## src/rtl/ternary_matvec.sv

```systemverilog
// Ternary (-1/0/+1) matrix-vector multiply: latches one x vector, streams M weight rows
// (one per cycle, 1-cycle read latency) and returns M saturated Q-format results.
module ternary_matvec #(
  parameter int D     = 8,
  parameter int M     = 8,
  parameter int WIDTH = 16,
  localparam int AW   = (M > 1) ? $clog2(M) : 1
) (
  input  logic               clk_i,
  input  logic               rst_i,
  input  logic               in_valid_i,
  output logic               in_ready_o,
  input  logic [D*WIDTH-1:0] x_i,
  output logic               w_rd_o,
  output logic [AW-1:0]      w_addr_o,
  input  logic [2*D-1:0]     w_data_i,
  output logic               out_valid_o,
  input  logic               out_ready_i,
  output logic [M*WIDTH-1:0] y_o,
  output logic               sat_o
);

  localparam int ACCW = WIDTH + $clog2(D) + 1;
  localparam logic [AW-1:0] LAST_ROW = AW'(M - 1);
  localparam logic signed [ACCW-1:0] SAT_MAX = {{(ACCW-WIDTH+1){1'b0}}, {(WIDTH-1){1'b1}}};
  localparam logic signed [ACCW-1:0] SAT_MIN = {{(ACCW-WIDTH+1){1'b1}}, {(WIDTH-1){1'b0}}};

  typedef enum logic [1:0] {S_IDLE, S_RUN, S_DONE} state_t;

  state_t                r_state;
  state_t                w_state_next;
  logic [D*WIDTH-1:0]    r_x;
  logic                  r_rd;
  logic [AW-1:0]         r_addr;
  logic                  r_acc_vld;
  logic [AW-1:0]         r_acc_row;
  logic                  r_sat;
  logic [WIDTH-1:0]      r_y [M];
  logic                  w_accept;
  logic signed [ACCW-1:0] w_acc;
  logic [WIDTH-1:0]      w_row_res;
  logic                  w_row_ovf;

  assign w_accept = (r_state == S_IDLE) && in_valid_i;

  // Handshake/strobe outputs are masked during reset so they read inactive immediately.
  assign in_ready_o  = (r_state == S_IDLE) && !rst_i;
  assign out_valid_o = (r_state == S_DONE) && !rst_i;
  assign w_rd_o      = r_rd && !rst_i;
  assign w_addr_o    = rst_i ? '0 : r_addr;
  assign sat_o       = r_sat;

  always_ff @(posedge clk_i) begin
    if (rst_i) begin
      r_state <= S_IDLE;
    end else begin
      r_state <= w_state_next;
    end
  end

  always_comb begin
    w_state_next = r_state;
    case (r_state)
      S_IDLE:  if (in_valid_i) w_state_next = S_RUN;
      S_RUN:   if (r_acc_vld && (r_acc_row == LAST_ROW)) w_state_next = S_DONE;
      S_DONE:  if (out_ready_i) w_state_next = S_IDLE;
      default: w_state_next = S_IDLE;
    endcase
  end

  // Row sum in a wide accumulator: -x of the most negative value cannot wrap here.
  always_comb begin
    w_acc = '0;
    for (int k = 0; k < D; k++) begin
      case (w_data_i[2*k +: 2])
        2'b01:   w_acc = w_acc + {{(ACCW-WIDTH){r_x[k*WIDTH+WIDTH-1]}}, r_x[k*WIDTH +: WIDTH]};
        2'b11:   w_acc = w_acc - {{(ACCW-WIDTH){r_x[k*WIDTH+WIDTH-1]}}, r_x[k*WIDTH +: WIDTH]};
        default: ;
      endcase
    end
  end

  always_comb begin
    w_row_ovf = 1'b0;
    w_row_res = w_acc[WIDTH-1:0];
    if (w_acc > SAT_MAX) begin
      w_row_res = SAT_MAX[WIDTH-1:0];
      w_row_ovf = 1'b1;
    end else if (w_acc < SAT_MIN) begin
      w_row_res = SAT_MIN[WIDTH-1:0];
      w_row_ovf = 1'b1;
    end
  end

  always_ff @(posedge clk_i) begin
    if (rst_i) begin
      r_x       <= '0;
      r_rd      <= 1'b0;
      r_addr    <= '0;
      r_acc_vld <= 1'b0;
      r_acc_row <= '0;
      r_sat     <= 1'b0;
      for (int r = 0; r < M; r++) r_y[r] <= '0;
    end else begin
      if (w_accept) begin
        r_x    <= x_i;
        r_sat  <= 1'b0;
        r_rd   <= 1'b1;
        r_addr <= '0;
      end else if (r_rd) begin
        if (r_addr == LAST_ROW) begin
          r_rd   <= 1'b0;
          r_addr <= '0;
        end else begin
          r_addr <= r_addr + 1'b1;
        end
      end
      // The row read this cycle arrives next cycle; track which row it is.
      r_acc_vld <= r_rd;
      r_acc_row <= r_addr;
      if (r_acc_vld) begin
        r_y[r_acc_row] <= w_row_res;
        if (w_row_ovf) r_sat <= 1'b1;
      end
    end
  end

  genvar gi;
  generate
    for (gi = 0; gi < M; gi++) begin : g_y
      assign y_o[gi*WIDTH +: WIDTH] = r_y[gi];
    end
  endgenerate

endmodule

```

## config.mk

```make
export PLATFORM = sky130hd
export DESIGN_NAME = ternary_matvec
export DESIGN_NICKNAME = d
export VERILOG_FILES = /design/src/rtl/ternary_matvec.sv
export SDC_FILE = /design/constraint.sdc
export NUM_CORES = 1
export LEC_CHECK = 0
export CORE_UTILIZATION = 57
export CTS_CLUSTER_DIAMETER = 40
export DETAILED_ROUTE_END_ITERATION = 10
export MAX_ROUTING_LAYER = met4
export PLACE_DENSITY = 0.88
export SKIP_CTS_REPAIR_TIMING = 1
export SKIP_LAST_GASP = 1
export SLEW_MARGIN = 0
export SYNTH_ARGS = -nofsm -noshare
export SYNTH_HDL_FRONTEND = slang
export SYNTH_SLANG_ARGS = --single-unit
```

## constraint.sdc

```tcl
create_clock -name clk_i -period 17.2 [get_ports clk_i]
set_clock_uncertainty 0.1 [all_clocks]
set_input_delay 3.44 -clock clk_i [delete_from_list [all_inputs] [get_ports clk_i]]
set_output_delay 3.44 -clock clk_i [all_outputs]
set_load 0.01 [all_outputs]
```

# Word level (Yosys, flattened, before mapping)

Memory sizes are Yosys's and may differ from the RTL's.
Cells that the tools add are included.

Equal/unequal tests: 23
Reductions and logical operators: 10
$lt $le $gt $ge: 2
$add $sub $neg: 16
Mux-type cells: 32

Operator list:

| operator                                                                        | number |
|---|---|
| 20-bit case mux with 2 select lines                                             | 8 |
| 20-bit adder                                                                    | 7 |
| 20-bit subtractor                                                               | 7 |
| 16-bit 2-to-1 mux                                                               | 3 |
| 20-bit by 16-bit > comparator with 1-bit output (second input constant)         | 1 |
| 20-bit by 16-bit less-than comparator with 1-bit output (second input constant) | 1 |
| 2-bit by 1-bit == test with 1-bit output (second input constant)                | 9 |
| 2-bit == test (second input constant)                                           | 9 |
| 1-bit by 16-bit subtractor with 17-bit output (first input constant)            | 1 |
| 16-bit OR reduction                                                             | 1 |
| 1-bit 2-to-1 mux                                                                | 14 |
| 3-bit 2-to-1 mux                                                                | 3 |
| 3-bit == test (second input constant)                                           | 2 |
| 2-bit 2-to-1 mux                                                                | 3 |
| 2-bit inequality test (second input constant)                                   | 3 |
| 2-bit case mux with 3 select lines                                              | 1 |
| 1-bit logical AND                                                               | 5 |
| 3-bit by 1-bit adder with 3-bit output (second input constant)                  | 1 |
| 3-bit AND reduction                                                             | 1 |
| 2-bit logical NOT                                                               | 1 |
| 2-bit OR reduction                                                              | 1 |
| 1-bit logical NOT                                                               | 1 |

Logic and storage cells: 91
Memory bits (writable): 128
Register bits after elaboration: 139
Memories: 1
Output and inout port bits: 135

Memories:

| memory | depth | bits a word | read ports | clocked after memory_dff | write ports | line | source |
|---|---|---|---|---|---|---|---|
| r_y    | 8     | 16          | 8          | 0                        | 8           | 38   | `logic [WIDTH-1:0] r_y [M];` |

# Logic depth before layout (Yosys ltp)

Depth in word-level cells: 21
Depth in mapped cells: 66
Gate-level depth less buffers: 64

# Worst setup path before layout

OpenSTA, ideal clock, no wires.

Path kind: input port to flip-flop
Start: in w_data_i[2]
End: mem r_y[0][12] (data pin)
Arrival: 15,652 ps
Slack: 1,286 ps
Cell stages on the path: 62
Path buffers: 5
Path through: clkbuf_1 > clkbuf_1 > buf_1 > nand2_1 > mux2i_1 > inv_1 > fa_1 > nor2b_1 > o31ai_1 > a21oi_1 > nor2_1 > xnor2_1 > mux2_2 > ha_1 > or3_1 > a21oi_1 > a21oi_1 > and4_1 > (+26 left out) > ha_1 > o41a_1 > or2_2 > nand3_1 > xnor2_1 > ha_1 > nand2_1 > o21ai_0 > xor2_1 > nand2_1 > xnor2_1 > xnor2_1 > xnor2_1 > xor2_2 > o21ai_2 > buf_6 > buf_2 > a211oi_2

RTL lines:

| item        | line | source |
|---|---|---|
| from (decl) | 16   | `input logic [2*D-1:0] w_data_i,` |
| to (decl)   | 38   |  |

==> summary.md <==
| Metric | Value |
|---|---|
| Max_slew headroom | 21.5% |
| Slew Limit Fails | 0 |
| Top FF cell, synth | dfxtp_1 |
| Cells after Synth | 2701 |
| Routability cong. | 0.992 |
| Grt total ovfl | 0 |
| CTS tree | yes |
| CP Class | in2reg |
| Initial antenna violation count | 0 |
| Critical R2R Capture | r_y[0][6] |
| Worst-margin pin slew | 1170 ps |
| Post-detail-place hpwl | 52000 microns |
| Maxcap violations | 0 |
| Initial Util | 57.8% |
| Synthesis-to-finish area growth | 21.2% |
| Chip Height | 197 microns |
| Gr usage total | 35.6% |
| Average routed wire per standard cell | 19.9 microns |
| Reg2reg start | r_x[0] |
| Fin crit share | 95.3% |
| Hold path start | r_x[105] |
| Slowest library cell on the worst path | or4_1 |
| WL final | 69000 microns |
| Hold Crit Class | reg2reg |
| Core box area | 37600 sq um |
| DR iter-0 viols | 2007 |
| Via Count | 21600 |
| Synth Register Bits | 267 |
| PortBufs | 282 |
| Syn nets | 2992 |
| Number of primary I/O pins | 283 |
| CTS max path bufs | 3 |
| ANT cells | 0 |
| Die area | 38900 sq um |
| Mean Syn Cell Area | 8.04 sq um |
| Most frequent cells in the layout | nand2_1 (427), a21oi_1 (281), clkdlybuf4s50_1 (279) |
| Clk_lat worst skew | 570 ps |
| Clock Sinks | 267 |
| CP endpoint kind | register |
| FF-to-FF setup slack | 3410 ps |
| DRT Pass-1 Iters | 8 |
| Die width | 197 microns |
| Post-route minimum period | 16400 ps |
| Crit-path most repeated cell | xnor2_1 |
| Synth async-reset ratio | 0% |
| F_max | 0.0610 GHz |
| Synth cell types | 96 |
| Crit path max fanout | 15 |
| Hold WS | 382 ps |
| Layout cells sized above 1 | 6.63% |
| Max incr delay on CP | 560 ps |
| Row count | 71 |
| Vias per inst | 6.24 |
| H-Tree Depth | 2 |
| Number of remaining DRC errors | 0 |
| Final setup violation count | 0 |
| Final Net Count | 3217 |
| Final hold violations | 0 |
| Synth warn | 0 |
| Status | finished clean |
| Worst R2R Path Depth | 61 |
| Hold Path End | r_x[105] |
| Detail Route Antenna Nets | 0 |
| Vias in the first global route | 20100 |
| Most common cell after layout, fill and taps aside | nand2_1 |
| Largest net degree at the start of global routing | 74 |
| Clock Tree Root | clkbuf_16 |
| Sequential share of the synthesized area | 30.5% |
| Post-synth EDFFs | 128 |
| Area of the mapped netlist | 21700 sq um |
| CP required | 17490 ps |
| Startpoint Class | primary input |
| Reg clk slew, reported paths | 60 ps |
| Total CTS buffers | 37 |
| First-pass GRT wire length | 107000 microns |
| Hold path depth | 2 |
| CP arrival | 16690 ps |
## cell usage after synthesis, types with 6 or more instances
cell type    n  area, sq um
nand2_1    430         1610
a21oi_1    281         1410
nor2_1     187          702
dfxtp_1    139         2780
ha_1       136         1700
xnor2_1    132         1160
o21ai_0    130          651
edfxtp_1   128         3840
inv_1      106          398
clkbuf_1   101          379
a31oi_1     82          513
xor2_1      80          701
a211oi_1    67          503
nor3_1      63          315
nor2b_1     43          269
nand3_1     42          210
a21o_1      33          248
nand2b_1    33          206
and2_1      28          175
or3_1       28          175
o31ai_1     27          203
a21boi_0    26          195
mux2_2      25          282
o21a_1      25          188
mux2i_1     21          210
a211oi_2    18          225
buf_1       17         63.8
o211ai_1    16          120
and3_1      15         93.8
nand4_1     15         93.8
buf_2       14         70.1
nor3b_1     14          105
nor4_1      13         81.3
or2_2       12         75.1
nand3b_1    11         82.6
or4_1        9         67.6
maj3_1       8         80.1
o31a_1       8         70.1
a31o_2       7         61.3
fa_1         7          140
a32oi_1      6         52.6
o211a_1      6         60.1
o21bai_1     6         45.0
o41ai_1      6         52.6
## stage by stage
stage	cell area [sq um]	utilization, %	setup slack (ps)	setup TNS, ps	instances
floorplan	21700	-	1290	0	2701
global placement	24900	66.4	586	0	3391
detailed placement	24900	66.4	163	0	3391
CTS	26300	69.9	644	0	3459
global route	26300	70.1	-0.293	-0.293	3466
finish	26300	70.1	800	0	3466
## cell type report
class / count / area (sq um)
multi-input cells: 2189 / 14200
fillers: 2941 / 11300
well taps: 511 / 639
clock inverters: 29 / 367
repair buffers: 322 / 3190
clock buffers: 39 / 943
inverters: 109 / 409
flip-flops and latches: 267 / 6630
## flip-flops by register name, indices dropped and copies added (netlist names)
signal     cells
r_acc_row      3
r_acc_vld      1
r_addr         3
r_rd           1
r_state        2
r_x          128
r_y          128
sat_o          1
## cell families (layout without fill, tap and decap cells)
group                      Yosys count  in the layout  synth area share [%]
xor gates and xnor gates           217            217                  9.04
and+or+nand+nor                    970            970                  20.9
muxes                               48             48                  2.44
AOI/OAI and AO/OA                  802            803                  23.8
DFF                                267            267                  30.5
adders and majority gates          151            151                  8.85
buffers and inverters              246            499                  4.51
## metal layers
metal	up-vias	global-route usage, %	share of wire [%]
met4	0	15.2	4.2
met2	1049	57.2	46
li1	10200	-	-
met5	-	-	0
met1	10200	44.4	41
met3	183	5.48	8.6
## worst max path at each step
stage	endpoint	cells past startpoint	slack, ps	start
floorplan	r_y[0][12]	62	1290	w_data_i[2]
global placement	r_y[7][12]	59	590	w_data_i[1]
detailed placement	r_y[7][12]	59	160	w_data_i[1]
CTS	r_y[0][7]	59	640	w_data_i[1]
global route	r_y[1][9]	61	-0.3	w_data_i[2]
finish	r_y[0][6]	61	800	w_data_i[2]
## worst max-delay path, delay by kind of cell
family / cells / cell delay [ps]
and+or+nand+nor: 19 / 4090
muxes: 1 / 280
buffers and inverters: 6 / 1250
AOI/OAI and AO/OA: 14 / 2770
adders and majority gates: 8 / 2560
xor gates and xnor gates: 13 / 2290
Power is not shown: default switching activity piles up to over one toggle a cycle in this logic, so the estimate is an artifact.
